File: src/rtl/scanner_link_pkg.sv
// Shared constants and types for the scanner/control-station serial byte link.
package scanner_link_pkg;

    // Frame geometry; the wire protocol is byte framed.
    localparam int unsigned FRAME_BITS = 8;

    // The receiver discards this byte, so it doubles as the idle pattern.
    localparam logic [7:0] IDLE_BYTE = 8'h00;

    // Command codes sent from the scanner controller.
    localparam logic [3:0] CMD_BUF50  = 4'd1;
    localparam logic [3:0] CMD_BUF80  = 4'd2;
    localparam logic [3:0] CMD_BUF90  = 4'd3;
    localparam logic [3:0] CMD_FULL   = 4'd4;
    localparam logic [3:0] CMD_FLUSH  = 4'd5;
    localparam logic [3:0] CMD_READY  = 4'd6;
    localparam logic [3:0] CMD_BINARY = 4'd7;
    localparam logic [3:0] CMD_ASCII  = 4'd8;

    // IDLE: choose next frame; CMD: code frame on the wire;
    // PAYLOAD: code 7 sent, payload byte must follow.
    typedef enum logic [1:0] {
        IDLE,
        CMD,
        PAYLOAD
    } link_state_e;

    // Holding register contents.
    typedef struct packed {
        logic [3:0] code;
        logic [7:0] data;
    } cmd_t;

    // A request is legal when its code is 1..8 and, for binary, the payload
    // cannot be mistaken for an idle frame.
    function automatic logic cmd_is_valid(input logic [3:0] code, input logic [7:0] data);
        return (code >= CMD_BUF50) && (code <= CMD_ASCII) &&
               !((code == CMD_BINARY) && (data == IDLE_BYTE));
    endfunction

endpackage

File: src/rtl/link_piso.sv
// Parallel-load shift register; MSB leaves first, output taken straight from a flop.
module link_piso #(
    parameter int unsigned WIDTH = scanner_link_pkg::FRAME_BITS
) (
    input  logic             clk,
    input  logic             rst,
    input  logic             load,
    input  logic [WIDTH-1:0] din,
    output logic             dout
);

    logic [WIDTH-1:0] sr_q;

    // Load a new frame on the strobe, otherwise shift toward the MSB.
    always_ff @(posedge clk or negedge rst) begin
        if (!rst) begin
            sr_q <= '0;
        end else if (load) begin
            sr_q <= din;
        end else begin
            sr_q <= {sr_q[WIDTH-2:0], 1'b0};
        end
    end

    assign dout = sr_q[WIDTH-1];

endmodule

File: src/rtl/scanner_link_tx.sv
// Transmit end of the scanner/control-station byte link: accepts commands,
// holds one, and serialises them MSB-first into free-running 8-clock frames.
module scanner_link_tx #(
    parameter int unsigned FRAME_BITS = 8,
    parameter int unsigned CNT_W      = 16
) (
    input  logic             clk,
    input  logic             rst,
    input  logic             cmd_valid,
    input  logic [3:0]       cmd_code,
    input  logic [7:0]       cmd_data,
    output logic             cmd_ready,
    input  logic             ready_in,
    output logic             ser_out,
    output logic [2:0]       frame_slot,
    output logic             busy,
    output logic             err_bad_cmd,
    output logic [CNT_W-1:0] frames_sent
);
    import scanner_link_pkg::*;

    localparam logic [2:0] LAST_SLOT = 3'(FRAME_BITS - 1);

    logic [2:0]       slot_q;
    logic             last_slot;

    cmd_t             hold_q;
    logic             hold_valid_q;
    logic [7:0]       pay_q;

    link_state_e      state_q;
    link_state_e      state_d;
    logic [7:0]       load_byte;
    logic             take_hold;

    logic             frame_nz_q;
    logic             err_q;
    logic [CNT_W-1:0] sent_q;

    logic             cmd_ok;
    logic             accept;
    logic             reject;

    assign last_slot = (slot_q == LAST_SLOT);

    assign cmd_ok = cmd_is_valid(cmd_code, cmd_data);
    assign accept = cmd_valid && cmd_ready && cmd_ok;
    assign reject = cmd_valid && cmd_ready && !cmd_ok;

    // Free-running bit slot; never stalls, wraps 7 -> 0.
    always_ff @(posedge clk or negedge rst) begin
        if (!rst) begin
            slot_q <= '0;
        end else begin
            slot_q <= slot_q + 3'd1;
        end
    end

    // Holding register: filled on accept, emptied when moved into the shifter.
    // The payload is copied aside at that moment so a new accept cannot clobber it.
    always_ff @(posedge clk or negedge rst) begin
        if (!rst) begin
            hold_q       <= '0;
            hold_valid_q <= 1'b0;
            pay_q        <= IDLE_BYTE;
        end else if (take_hold) begin
            hold_valid_q <= 1'b0;
            pay_q        <= hold_q.data;
        end else if (accept) begin
            hold_q       <= '{code: cmd_code, data: cmd_data};
            hold_valid_q <= 1'b1;
        end
    end

    // Frame sequencer state register.
    always_ff @(posedge clk or negedge rst) begin
        if (!rst) begin
            state_q <= IDLE;
        end else begin
            state_q <= state_d;
        end
    end

    // Choose the next frame at each frame boundary; the hold register is read
    // as registered, so a command accepted on the boundary waits a frame.
    always_comb begin
        state_d   = state_q;
        load_byte = IDLE_BYTE;
        take_hold = 1'b0;
        if (last_slot) begin
            case (state_q)
                IDLE: begin
                    if (hold_valid_q && ready_in) begin
                        load_byte = {4'b0000, hold_q.code};
                        take_hold = 1'b1;
                        state_d   = (hold_q.code == CMD_BINARY) ? PAYLOAD : CMD;
                    end
                end
                CMD: begin
                    state_d = IDLE;
                end
                PAYLOAD: begin
                    // Payload follows its code frame regardless of ready_in.
                    load_byte = pay_q;
                    state_d   = IDLE;
                end
                default: begin
                    state_d = IDLE;
                end
            endcase
        end
    end

    // Track whether the frame now shifting is non-idle, and count those frames
    // as they finish.
    always_ff @(posedge clk or negedge rst) begin
        if (!rst) begin
            frame_nz_q <= 1'b0;
            sent_q     <= '0;
        end else if (last_slot) begin
            frame_nz_q <= (load_byte != IDLE_BYTE);
            if (frame_nz_q) begin
                sent_q <= sent_q + 1'b1;
            end
        end
    end

    // Sticky error flag for rejected requests; only reset clears it.
    always_ff @(posedge clk or negedge rst) begin
        if (!rst) begin
            err_q <= 1'b0;
        end else if (reject) begin
            err_q <= 1'b1;
        end
    end

    link_piso #(
        .WIDTH (FRAME_BITS)
    ) u_piso (
        .clk  (clk),
        .rst  (rst),
        .load (last_slot),
        .din  (load_byte),
        .dout (ser_out)
    );

    assign cmd_ready   = !hold_valid_q;
    assign frame_slot  = slot_q;
    assign busy        = hold_valid_q || (state_q != IDLE) || frame_nz_q;
    assign err_bad_cmd = err_q;
    assign frames_sent = sent_q;

endmodule

File: config.mk
export PLATFORM = sky130hd
export DESIGN_NAME = scanner_link_tx
export DESIGN_NICKNAME = d
export VERILOG_FILES = /design/src/rtl/scanner_link_pkg.sv /design/src/rtl/link_piso.sv /design/src/rtl/scanner_link_tx.sv
export SDC_FILE = /design/constraint.sdc
export NUM_CORES = 1
export LEC_CHECK = 0
export ABC_AREA = 0
export BUFFER_PORTS_ARGS = -buffer_cell sky130_fd_sc_hd__buf_2
export CAP_MARGIN = 10
export CORE_MARGIN = 2
export CORE_UTILIZATION = 59
export CTS_CLUSTER_DIAMETER = 120
export CTS_CLUSTER_SIZE = 14
export DETAILED_ROUTE_END_ITERATION = 16
export PLACE_DENSITY = 0.84
export SLEW_MARGIN = 20
export SYNTH_ARGS = -nofsm -noshare
export SYNTH_HDL_FRONTEND = slang
export SYNTH_SLANG_ARGS = --single-unit
export TNS_END_PERCENT = 30
File: constraint.sdc
create_clock -name clk -period 4 [get_ports clk]
set_input_delay 0.2 -clock clk [delete_from_list [all_inputs] [get_ports clk]]
set_output_delay 0.2 -clock clk [all_outputs]
set_load 0.02 [all_outputs]
Word-level counts from Yosys, hierarchy flattened --
Index checks and enable logic that the tools add are counted.
Word-level totals: bits in registers 52, input port bits 16, output and inout bits 23, word-level logic and storage cells 52
Operators by class: $add $sub $neg 2, magnitude comparators 2, equality and inequality tests 5, multiplexer cells 12, bitwise logic cells 1, reduce and logical (&&, ||, !) cells 20
Operators with widths (number):
- 16-bit by 1-bit adder with 16-bit output, second input constant | 1
- 8-bit two-way mux | 2
- 8-bit one-hot mux with 2 select lines | 1
- 4-bit by 3-bit == test with 1-bit output, second input constant | 2
- 8-bit logical NOT | 1
- 8-bit nonzero test | 1
- 1-bit logical AND | 7
- 2-bit two-way mux | 3
- 2-bit AND reduction | 3
- 1-bit two-way mux | 5
- 4-bit by 1-bit >= comparator with 1-bit output, second input constant | 1
- 4-bit less-or-equal comparator, second input constant | 1
- 4-bit two-way mux | 1
- 2-bit nonzero test | 2
- 3-bit by 1-bit adder with 3-bit output, second input constant | 1
- 3-bit == test, second input constant | 1
- 1-bit logical NOT | 3
- 2-bit == test, second input constant | 1
- 2-bit logical NOT | 1
- 1-bit logical OR | 2
- 2-bit inequality test, second input constant | 1
- 1-bit inverter | 1

Longest topological paths before layout --
Gate-level depths: netlist of the first run.
depth after elaboration 7, mapped depth 7, mapped depth without buffers 6

Hierarchy --
From an unflattened synthesis of the first run, not the netlist that was laid out.
Second synthesis, totals: cell total of the unflattened synthesis 174, area, all modules 2313.5 sq um
Modules (own cells, without submodules):
- scanner_link_tx | instances 1, cells each 157, area an instance 1989.4 sq um, seq. area each 1101.1 sq um
- link_piso | instances 1, cells each 17, area an instance 324.1 sq um, seq. area each 200.2 sq um

Worst setup path before layout of the first run --
OpenSTA, ideal clock, no wires.
kind register to register, start point reg slot_q[0] (netlist: frame_slot[0]), end point reg pay_q[4], setup time 125 ps, arrival 1731 ps, data required time 3875 ps, path slack 2144 ps, stages on the path, launching flop included 7, path buffers 1, period minus slack after synthesis 1856 ps, cell sequence dfrtp_1 ha_1 ha_1 nand2b_4 nor3_2 buf_4 mux2_2
Between the ends: cells in the longest elaborated chain, start to end 2
Ends and longest elaborated chain:
- start: declaration | RTL line scanner_link_tx.sv:24 | logic [2:0] slot_q;
- start signal: assignment | RTL line scanner_link_tx.sv:55 | slot_q <= slot_q + 3'd1;
- 3-bit == test | RTL line scanner_link_tx.sv:44 | assign last_slot = (slot_q == LAST_SLOT);
- 1-bit two-way mux | RTL line scanner_link_tx.sv:90 | if (last_slot) begin
- end signal: assignment | RTL line scanner_link_tx.sv:68 | pay_q <= hold_q.data;
- end: declaration | RTL line scanner_link_tx.sv:29 | logic [7:0] pay_q;
No other way between the ends. A chain may end at the register's enable or synchronous reset.

Final worst setup path of the first run --
start point reg slot_q[0] (netlist: frame_slot[0]), end point reg pay_q[2]
Same word-level chain as after synthesis.

==> results.py, run 1 <==
metrics = {
    "status": {
        "status": "complete, no violations",
    },
    "power_and_ir_drop": {
        "p_sw_uw": 409,
        "leakage_nw": 1.27,
        "power.share.clock_pct": 21.5,
        "p_per_area_mw_per_mm2": 548,
        "peakVddDrop_uv": 390,
        "swShare_pct": 29.4,
        "seq_power_share_pct": 56.2,
        "comb_power_share_pct": 22.3,
        "internal_power_uw": 982,
    },
    "sta": {
        "fin_crit_sh_pct": 56.8,
        "whs_ns": 0.142,
        "finalHoldViolations": 0,
        "fin_tns_setup_ns": 0,
        "timing.final.ws_setup_ns": 1.73,
        "finClkSkew_ns": 0.00416,
        "slew_headroom_pct": 42.7,
        "finalSetupViolCount": 0,
        "slew_violations": 0,
        "rsz0062_at_grt": "false",
        "tightest_slew_ns": 0.855,
        "min_period_ns": 2.27,
        "clock.fmax_ghz": 0.440,
    },
    "cells_and_area": {
        "final_cells": 257,
        "areaGrowthSynthToFinish_pct": 14.4,
        "utilization_pct": 69.9,
        "layout-drive-gt1-share_pct": 33.0,
        "antenna_cells": 0,
        "nets": 227,
    },
    "placed_design": {
        "dp_hpwl_mm": 2.93,
        "io_buffers": 38,
        "place_inst": 248,
        "gp_congestion": 0.875,
        "place_ws_ns": 1.76,
    },
    "worst_setup_path": {
        "path_cells": "ha_1 -> ha_1 -> nand2b_4 -> nor3_2 -> mux2_2",
        "worst_ep_arrival_time_ns": 2.46,
        "cp_max_fo": 14,
        "required_ns": 4.19,
        "slowest_delay_ns": 0.70,
        "criticalPathCategory": "reg2reg",
        "start_kind": "register",
        "slowest_stage": "nor3_2",
        "critPathCaptureType": "register",
        "crit_top_cell": "ha_1",
    },
    "synthesis": {
        "synth_ff_type": "dfrtp_1",
        "synth_cells": 167,
        "yosysUniqueCellTypes": 38,
        "synth-xor-area-share_pct": 6.31,
        "synth_top_cell_area_share_pct": 58.6,
        "yosysWarnings": 0,
        "ys_ff_latch": 52,
        "yosys.area_share.simple_pct": 12.5,
        "synth.most_common_cell": "dfrtp_1",
        "synth-compound-area-share_pct": 6.20,
        "muxShareOfSynthArea_pct": 12.2,
        "yosysSeqAreaShare_pct": 58.6,
        "synth_fa_ha_area_share_pct": 1.69,
        "synthTopCellsByCount": "dfrtp_1, mux2_2, nand2_1, xnor2_1, mux2_4",
        "yosysTopAreaCell": "dfrtp_1",
        "synthTopCellsByArea": "dfrtp_1, mux2_4, mux2_2",
        "syn_area_mm2": 0.00222,
        "avgSynthCellArea_um2": 13.3,
        "synth_top_family_by_area": "simple AND/OR/NAND/NOR gates",
        "syn_nets": 186,
        "synth_edf_count": 0,
        "async_reset_ff_share_pct": 100,
    },
    "detailed_routing": {
        "drt_iter0_drc": 91,
        "topRoutingLayerUsed": "met4",
        "vias": 1461,
        "wl_met2_mm": 2.12,
        "via_per_inst": 5.68,
        "wl_met1_mm": 1.64,
        "wl_per_cell_um": 15.6,
        "drc": 0,
        "drt-total-wl_mm": 4.01,
        "final_antenna_net_count": 0,
        "first_pass_iters": 4,
        "wl_met3_um": 202,
    },
    "floorplanning": {
        "die_x_um": 65.3,
        "coreArea_mm2": 0.00363,
        "die_h_um": 65.3,
        "row_count": 22,
        "dieArea_mm2": 0.00427,
        "pin_count": 39,
        "initial_core_util_pct": 61.1,
    },
    "global_routing": {
        "grt_pass1_vias": 1405,
        "grt_pass1_wl_mm": 6.78,
        "antenna_found_initial": 0,
        "grt_overflow": 0,
        "grtUsageTotal_pct": 21.2,
        "grt_max_degree": 53,
    },
    "clocking": {
        "path_clk_slew_ns": 0.08,
        "hold_buffers": 0,
        "cts_inserted_buffers": 5,
        "clkLatencyLatePin_ns": 0.30,
        "clock-root-buffer": "clkbuf_8",
        "cts_tree": "done",
        "cts_setup_buffers": 0,
        "numClockSinks": 52,
        "htreeDepth": 2,
        "clockBufferDepth": 2,
        "cts-resized-gates": 0,
    },
    "min_path": {
        "hp-class": "in2reg",
    },
    "flow_run": {
        "maxCapViolations": 0,
    },
}
sequential cells by signal (all words and copies together) (netlist names), 2 cells and up:
register and count:
frames_sent 16, hold_q 12, state_q 2, pay_q 8, u_piso.sr_q 8, frame_slot 3
layout make-up:
class	instances	area, um2
sequential	52	1300
fill	287	1090
inverter	6	22.5
clock buffer	8	90.1
timing repair buffer	39	203
tap	48	60.1
multi-input combinational	104	863
critical path, delay by kind of cell, from the launching register on:
| family | cells | cell delay (ns) |
|---|---|---|
| simple gates | 2 | 0.80 |
| fa+ha+maj | 2 | 0.57 |
| mux | 1 | 0.42 |
| flops | 1 | 0.37 |
per-stage QoR:
step,area [um2],total power [mW]
final,2540,1.39
after detailed placement,2440,1.10
after global routing,2540,1.46
after CTS,2530,1.40
after global placement,2440,1.07
after floorplan,2220,0.985
cell families after synthesis:
kind of cell    count (synthesis)
mux                            21
simple gates                   46
compound gates                 18
fa+ha+maj                       3
xor+xnor                       16
buf+inv                        11
flops                          52
power by group through the flow:
| stage | Combinational (mW) | Sequential [mW] | Clock, mW |
|---|---|---|---|
| after floorplan | 0.221 | 0.764 | 0 |
| after global placement | 0.294 | 0.776 | 0 |
| after detailed placement | 0.310 | 0.788 | 0 |
| after CTS | 0.314 | 0.780 | 0.304 |
| after global routing | 0.335 | 0.798 | 0.326 |
| final | 0.310 | 0.782 | 0.300 |
path summary, 6_finish.rpt:
check	slack, ns	start	cells after the start	endpoint
max	1.73	frame_slot[0]$_DFF_PN0_	5	pay_q[2]$_DFFE_PN0P_
min reg2reg	0.44	frame_slot[0]$_DFF_PN0_	1	frame_slot[0]$_DFF_PN0_
max in group asynchronous	3.12	rst	2	pay_q[4]$_DFFE_PN0P_
max reg2reg	1.73	frame_slot[0]$_DFF_PN0_	5	pay_q[2]$_DFFE_PN0P_
min	0.14	cmd_data[6]	2	hold_q[6]$_DFFE_PN0P_
min in group asynchronous	0.45	rst	2	frames_sent[3]$_DFFE_PN0P_
layer usage:
metal  vias to the layer above  GRT usage [%]
met5                         -              0
li1                        681              -
met4                         0           5.47
met3                         5           5.14
met2                        46           37.6
met1                       729           26.1
cells in the final DEF, fill, tap and decap left out, types with 2 or more instances in the layout:
cell type and n:
dfrtp_1 52, buf_2 37, mux2_2 12, nand2_1 11, xnor2_1 11, mux2_4 9
nand3_1 8, inv_1 6, clkbuf_8 6, o21ai_0 5, nor2_1 5, xor2_1 5
and3_1 4, a22o_1 4, nand4_1 3, and4_1 3, ha_1 3, nor2b_1 2
a221o_1 2, clkbuf_1 2
(Power assumes the default switching activity.)
==> run 2, diff against run 1 <==
--- a/config.mk
+++ b/config.mk
@@ -9,11 +9,11 @@
 export BUFFER_PORTS_ARGS = -buffer_cell sky130_fd_sc_hd__buf_2
 export CAP_MARGIN = 10
 export CORE_MARGIN = 2
-export CORE_UTILIZATION = 59
+export CORE_UTILIZATION = 55
 export CTS_CLUSTER_DIAMETER = 120
 export CTS_CLUSTER_SIZE = 14
 export DETAILED_ROUTE_END_ITERATION = 16
-export PLACE_DENSITY = 0.84
+export PLACE_DENSITY = 0.79
 export SLEW_MARGIN = 20
 export SYNTH_ARGS = -nofsm -noshare
 export SYNTH_HDL_FRONTEND = slang
==> constraint.sdc (replaced) <==
create_clock -name clk -period 2.24 [get_ports clk]
set_input_delay 0.112 -clock clk [delete_from_list [all_inputs] [get_ports clk]]
set_output_delay 0.112 -clock clk [all_outputs]
set_load 0.02 [all_outputs]
==> run 2 against run 1 <==
Worst setup slack got worse by 1.4 ns. Die area is 6.8% higher. Total power is 89% higher. Clock power up 130%. Final area is 2.3% higher. Fmax is 18% higher. Worst hold slack worse by 0.090 ns. Final cell count increased by 1.9%. Combinational power increased by 76%. Global-route usage down 0.74 points. Largest cell class unchanged. Highest routed layer unchanged.
==> results.py, run 2 (same netlist as run 1, synthesis figures left out) <==
metrics = {
    "worst_setup_path": {
        "critPathCaptureType": "register",
        "required_ns": 2.43,
        "cp_max_fo": 11,
        "path_buf_inv": 1,
        "slowest_stage": "dfrtp_1",
        "slowest_delay_ns": 0.39,
        "criticalPathCategory": "reg2reg",
        "start_kind": "register",
        "crit_top_cell": "ha_1",
        "rr_startpoint": "frame_slot[0]$_DFF_PN0_",
        "reg2reg_depth": 6,
        "path_cells": "ha_1 -> ha_1 -> nand2b_4 -> nor3_2 -> buf_4 -> mux2_2",
        "reg2reg_to": "pay_q[3]$_DFFE_PN0P_",
        "rrSetupSlack_ns": 0.32,
        "worst_ep_arrival_time_ns": 2.11,
        "cp_top_family": "adder cells",
    },
    "status": {
        "status": "complete, no violations",
    },
    "cells_and_area": {
        "nets": 230,
        "utilization_pct": 65.9,
        "mostFrequentLayoutCell": "dfrtp_1",
        "layout-drive-gt1-share_pct": 34.9,
        "areaGrowthSynthToFinish_pct": 17.1,
        "mostFrequentLayoutCells": "dfrtp_1, buf_2, mux2_2",
        "antenna_cells": 0,
        "largest_reg_flops": 16,
        "fillers": 301,
    },
    "floorplanning": {
        "row_count": 23,
        "die_h_um": 67.5,
        "pin_count": 39,
        "initial_core_util_pct": 56.3,
        "dieArea_mm2": 0.00456,
        "die_x_um": 67.5,
        "coreArea_mm2": 0.00394,
    },
    "placed_design": {
        "dp_hpwl_mm": 2.97,
        "gp_congestion": 0.828,
        "place_ws_ns": 0.327,
        "io_buffers": 38,
    },
    "sta": {
        "slew_headroom_pct": 65.4,
        "rsz0062_at_grt": "false",
        "tightest_slew_ns": 0.517,
        "slew_violations": 0,
        "min_period_ns": 1.92,
        "finalHoldViolations": 0,
        "fin_tns_setup_ns": 0,
        "clock.fmax_ghz": 0.521,
        "finalSetupViolCount": 0,
        "fin_crit_sh_pct": 85.7,
        "finClkSkew_ns": 0.00255,
        "timing.final.ws_setup_ns": 0.320,
    },
    "detailed_routing": {
        "final_antenna_net_count": 0,
        "drc": 0,
        "first_pass_iters": 4,
        "drt_iter0_drc": 37,
        "via_per_inst": 5.53,
        "drt-total-wl_mm": 4.00,
        "vias": 1448,
        "wl_per_cell_um": 15.3,
    },
    "power_and_ir_drop": {
        "p_sw_uw": 732,
        "leakage_nw": 1.30,
        "internal_power_mw": 1.90,
        "power.share.clock_pct": 26.1,
        "peakVddDrop_uv": 668,
        "seq_power_share_pct": 53.0,
        "comb_power_share_pct": 20.8,
        "swShare_pct": 27.8,
        "p_per_area_mw_per_mm2": 1010,
    },
    "global_routing": {
        "grt_overflow": 0,
        "grt_max_degree": 35,
        "grt_pass1_wl_mm": 6.80,
        "antenna_found_initial": 0,
        "grtUsageTotal_pct": 20.5,
        "grt_pass1_vias": 1439,
    },
    "flow_run": {
        "maxCapViolations": 0,
    },
    "clocking": {
        "clkLatencyLatePin_ns": 0.30,
        "numClockSinks": 52,
        "cts_inserted_buffers": 5,
        "path_clk_slew_ns": 0.09,
        "clockBufferDepth": 2,
        "cts_tree": "done",
        "htreeDepth": 2,
        "clock-root-buffer": "clkbuf_8",
    },
    "min_path": {
        "hp-class": "in2reg",
        "hold_end": "hold_q[2]$_DFFE_PN0P_",
        "holdCritStartpoint": "cmd_data[2]",
        "holdPathStages": 2,
    },
}
[run 2: what timing repair did]
item / CTS / global route
setup buffers: 0 / 0
hold buffers: 1 / 0
endpoints found under the hold margin: 18 / 0
resized for setup: 0 / 0
[run 2: power by group through the flow]
stage | clock network (mW) | registers (mW) | logic [mW]
after CTS | 0.702 | 1.39 | 0.558
after detailed placement | 0 | 1.41 | 0.553
after global routing | 0.735 | 1.43 | 0.605
after global placement | 0 | 1.39 | 0.525
after floorplan | 0 | 1.37 | 0.394
final | 0.687 | 1.39 | 0.547
[run 2: layer usage]
layer | vias up | wire (um) | track usage [%]
met5 | - | 0 | 0
met3 | 7 | 167 | 5.50
met1 | 723 | 1770 | 25.9
met4 | 0 | 58 | 7.14
li1 | 685 | - | -
met2 | 33 | 2000 | 34.1
[run 2: worst reg2reg max path, stage by stage, from the launching register on]
cell	delay (ns)
dfrtp_1	0.39
ha_1	0.16
ha_1	0.28
nand2b_4	0.08
nor3_2	0.29
buf_4	0.25
mux2_2	0.36
[run 2: worst max-delay path by stage]
| stage | slack [ns] | end | depth (start not counted) | start |
|---|---|---|---|---|
| floorplan | 0.38 | pay_q[4]$_DFFE_PN0P_ | 6 | frame_slot[0]$_DFF_PN0_ |
| CTS | 0.30 | pay_q[3]$_DFFE_PN0P_ | 6 | frame_slot[0]$_DFF_PN0_ |
| global placement | 0.45 | pay_q[2]$_DFFE_PN0P_ | 6 | frame_slot[0]$_DFF_PN0_ |
| detailed placement | 0.33 | pay_q[7]$_DFFE_PN0P_ | 6 | frame_slot[0]$_DFF_PN0_ |
| global route | 0.15 | pay_q[3]$_DFFE_PN0P_ | 6 | frame_slot[0]$_DFF_PN0_ |
| finish | 0.32 | pay_q[3]$_DFFE_PN0P_ | 6 | frame_slot[0]$_DFF_PN0_ |
[run 2: area by class of cell]
cell class | instances | area, um2 | share of cell area, %
Clock inverter | 1 | 30.0 | 1.16
Multi-Input combinational cell | 104 | 863 | 33.2
Sequential cell | 52 | 1300 | 50.1
Clock buffer | 7 | 96.3 | 3.71
Tap cell | 50 | 62.6 | 2.41
Inverter | 6 | 22.5 | 0.867
Timing Repair Buffer | 42 | 223 | 8.57
[run 2: metrics by stage]
stage	total power, mW	cells	area, um2	hold slack [ns]
2_1_floorplan	1.76	167	2220	-0.184
3_3_place_gp	1.91	253	2460	0.0621
3_5_place_dp	1.96	253	2460	0.0628
4_1_cts	2.65	262	2600	0.0415
5_1_grt	2.77	262	2600	0.0498
6_report	2.63	262	2600	0.0519
==> run 3, diff against run 2 <==
--- a/config.mk
+++ b/config.mk
@@ -5,11 +5,11 @@
 export SDC_FILE = /design/constraint.sdc
 export NUM_CORES = 1
 export LEC_CHECK = 0
-export ABC_AREA = 0
+export ABC_AREA = 1
 export BUFFER_PORTS_ARGS = -buffer_cell sky130_fd_sc_hd__buf_2
 export CAP_MARGIN = 10
 export CORE_MARGIN = 2
-export CORE_UTILIZATION = 55
+export CORE_UTILIZATION = 56
 export CTS_CLUSTER_DIAMETER = 120
 export CTS_CLUSTER_SIZE = 14
 export DETAILED_ROUTE_END_ITERATION = 16
==> run 3 against run 2 <==
Final cell count grew 40%. Sequential share of layout area is 2.3 points lower. Wire length rose by 11%. Total power down 9.6%. Combinational power up 0.7%. Largest power group unchanged. Highest routed layer unchanged. Die area up 6.2%. Fmax grew 11%. Final area increased by 4.8%. Clock power decreased by 31%. Global-route usage up 0.18 points.
==> results.py, run 3 <==
metrics = {
    "placed_design": {
        "io_buffers": 38,
        "gp_congestion": 0.845,
        "dp_hpwl_mm": 3.25,
        "placed_area_mm2": 0.00264,
    },
    "synthesis": {
        "async_reset_ff_share_pct": 100,
        "synthTopCellsByArea": "dfrtp_1, nand2_1, nor2_1",
        "synth_ff_type": "dfrtp_1",
        "syn_area_mm2": 0.00241,
        "synthTopCellsByCount": "nand2_1, dfrtp_1, nor2_1",
        "synth_cells": 274,
        "synth_top_cell_area_share_pct": 54.0,
        "synth.most_common_cell": "nand2_1",
        "yosysWarnings": 0,
        "yosysSeqAreaShare_pct": 54.0,
        "syn_nets": 293,
        "avgSynthCellArea_um2": 8.79,
        "yosysTopAreaCell": "dfrtp_1",
        "synth_edf_count": 0,
        "ys_ff_latch": 52,
        "yosysUniqueCellTypes": 27,
    },
    "floorplanning": {
        "coreArea_mm2": 0.00406,
        "row_count": 23,
        "die_h_um": 69.6,
        "pin_count": 39,
        "dieArea_mm2": 0.00484,
        "die_x_um": 69.6,
        "initial_core_util_pct": 59.4,
    },
    "worst_setup_path": {
        "path_buf_inv": 2,
        "slowest_delay_ns": 0.38,
        "cp_max_fo": 8,
        "reg2reg_to": "frames_sent[13]$_DFFE_PN0P_",
        "required_ns": 2.44,
        "slowest_stage": "dfrtp_1",
        "crit_top_cell": "ha_1",
        "start_kind": "register",
        "reg2reg_depth": 9,
        "rrSetupSlack_ns": 0.51,
        "worst_ep_arrival_time_ns": 1.92,
        "critPathCaptureType": "register",
        "criticalPathCategory": "reg2reg",
        "path_cells": "ha_1 -> ha_1 -> nand2_4 -> clkinv_2 -> nand3_2 -> nor2_4 -> nand3_1 -> nand2_1 -> inv_1",
        "rr_startpoint": "frame_slot[0]$_DFF_PN0_",
        "cp_top_family": "simple AND/OR/NAND/NOR gates",
    },
    "cells_and_area": {
        "layout-drive-gt1-share_pct": 20.6,
        "multi_input_area_um2": 957,
        "largest_reg_flops": 16,
        "nets": 337,
        "fillers": 321,
        "mostFrequentLayoutCell": "nand2_1",
        "antenna_cells": 0,
        "areaGrowthSynthToFinish_pct": 13.0,
        "stdcell_area_mm2": 0.00272,
        "mostFrequentLayoutCells": "nand2_1, dfrtp_1, buf_2",
        "seqCellArea_mm2": 0.00130,
    },
    "flow_run": {
        "maxCapViolations": 0,
    },
    "sta": {
        "clock.fmax_ghz": 0.579,
        "whs_ns": 0.0770,
        "min_period_ns": 1.73,
        "fin_crit_sh_pct": 77.1,
        "finalSetupViolCount": 0,
        "finClkSkew_ns": 0.00584,
        "fin_tns_setup_ns": 0,
        "tightest_slew_ns": 0.938,
        "finalHoldViolations": 0,
        "slew_headroom_pct": 37.5,
        "rsz0062_at_grt": "false",
        "slew_violations": 0,
    },
    "clocking": {
        "clock-root-buffer": "clkbuf_8",
        "clockBufferDepth": 2,
        "htreeDepth": 2,
        "numClockSinks": 52,
        "cts-resized-gates": 0,
        "cts_tree": "done",
        "path_clk_slew_ns": 0.08,
        "clkLatencyLatePin_ns": 0.30,
        "cts_inserted_buffers": 5,
    },
    "global_routing": {
        "grtUsageTotal_pct": 20.7,
        "grt_max_degree": 44,
        "grt_pass1_wl_mm": 8.07,
        "grt_pass1_vias": 1821,
        "grt_overflow": 0,
        "antenna_found_initial": 0,
    },
    "detailed_routing": {
        "drc": 0,
        "final_antenna_net_count": 0,
        "drt-total-wl_mm": 4.44,
        "wl_per_cell_um": 12.1,
        "drt_iter0_drc": 157,
        "vias": 1850,
        "first_pass_iters": 4,
        "via_per_inst": 5.05,
    },
    "power_and_ir_drop": {
        "p_per_area_mw_per_mm2": 873,
        "peakVddDrop_uv": 481,
        "leakage_nw": 1.50,
    },
    "min_path": {
        "holdPathStages": 3,
        "hold_end": "hold_q[5]$_DFFE_PN0P_",
        "holdCritStartpoint": "cmd_data[5]",
        "hp-class": "in2reg",
    },
    "status": {
        "status": "complete, no violations",
    },
}
-- run 3: cell types whose count changed in the layout (fill, tap and decap cells not counted), sizes merged, moves of 3 or more --
cell,delta
nand2,+83
nor2,+29
inv,+20
mux2,-17
nand4,+10
a21oi,+6
xnor2,-6
nand3,+5
a22o,-4
and3,-4
and4,-3
-- run 3: worst register-to-register path, cell delays in order (launching register included) --
cell,delay (ns)
dfrtp_1,0.38
ha_1,0.15
ha_1,0.36
nand2_4,0.14
clkinv_2,0.12
nand3_2,0.14
nor2_4,0.16
nand3_1,0.07
nand2_1,0.07
inv_1,0.03
-- run 3: report_power, final --
group | switching (mW) | internal, mW
registers | 0.170 | 1.18
logic | 0.339 | 0.212
clock network | 0.274 | 0.202
-- run 3: worst max-delay path by stage --
stage / to / start / slack [ns] / depth (start not counted)
2_1_floorplan: frames_sent[13]$_DFFE_PN0P_ / frame_slot[0]$_DFF_PN0_ / 0.61 / 11
3_3_place_gp: frames_sent[13]$_DFFE_PN0P_ / frame_slot[0]$_DFF_PN0_ / 0.57 / 9
3_5_place_dp: frames_sent[13]$_DFFE_PN0P_ / frame_slot[0]$_DFF_PN0_ / 0.53 / 9
4_1_cts: frames_sent[13]$_DFFE_PN0P_ / frame_slot[0]$_DFF_PN0_ / 0.51 / 9
5_1_grt: frames_sent[13]$_DFFE_PN0P_ / frame_slot[0]$_DFF_PN0_ / 0.33 / 10
6_report: frames_sent[13]$_DFFE_PN0P_ / frame_slot[0]$_DFF_PN0_ / 0.51 / 9
-- run 3: cells by family (layout without fill, tap and decap cells) --
kind of cell | after synthesis | in the layout | synth area share, %
AND/OR/NAND/NOR | 156 | 156 | 28.6
flip-flops | 52 | 52 | 54.0
buffers and inverters | 33 | 75 | 6.23
AO/OA/AOI/OAI | 14 | 14 | 3.06
XOR/XNOR | 12 | 12 | 4.68
multiplexers | 4 | 4 | 1.87
adder cells (fa/ha/maj) | 3 | 3 | 1.56
-- run 3: timing repair --
| action | 4_1_cts | 5_1_grt |
|---|---|---|
| hold buffers | 1 | 0 |
| hold endpoints to repair | 41 | 0 |
| buffers inserted | 0 | 0 |
-- run 3: layer usage --
layer | vias up | GRT usage (%) | part of all wire [%]
met5 | - | 0 | 0
li1 | 949 | - | -
met1 | 866 | 29.1 | 50
met2 | 28 | 31.7 | 44
met3 | 7 | 5.67 | 4.2
met4 | 0 | 5.88 | 1.3
-- run 3: metrics by stage --
step | utilization (%) | total power, mW | setup slack (ns) | cells
floorplan | - | 1.72 | 0.613 | 274
global placement | 65.2 | 1.89 | 0.573 | 360
detailed placement | 65.2 | 1.91 | 0.527 | 360
CTS | 67.1 | 2.40 | 0.506 | 366
global route | 67.1 | 2.55 | 0.327 | 366
finish | 67.1 | 2.38 | 0.514 | 366
-- run 3: cell type report --
class / count / share of cell area, %
timing repair buffer: 43 / 8.46
tap: 50 / 2.30
inverter: 27 / 3.77
clock buffer: 5 / 2.53
multi-input combinational: 189 / 35.2
sequential: 52 / 47.8
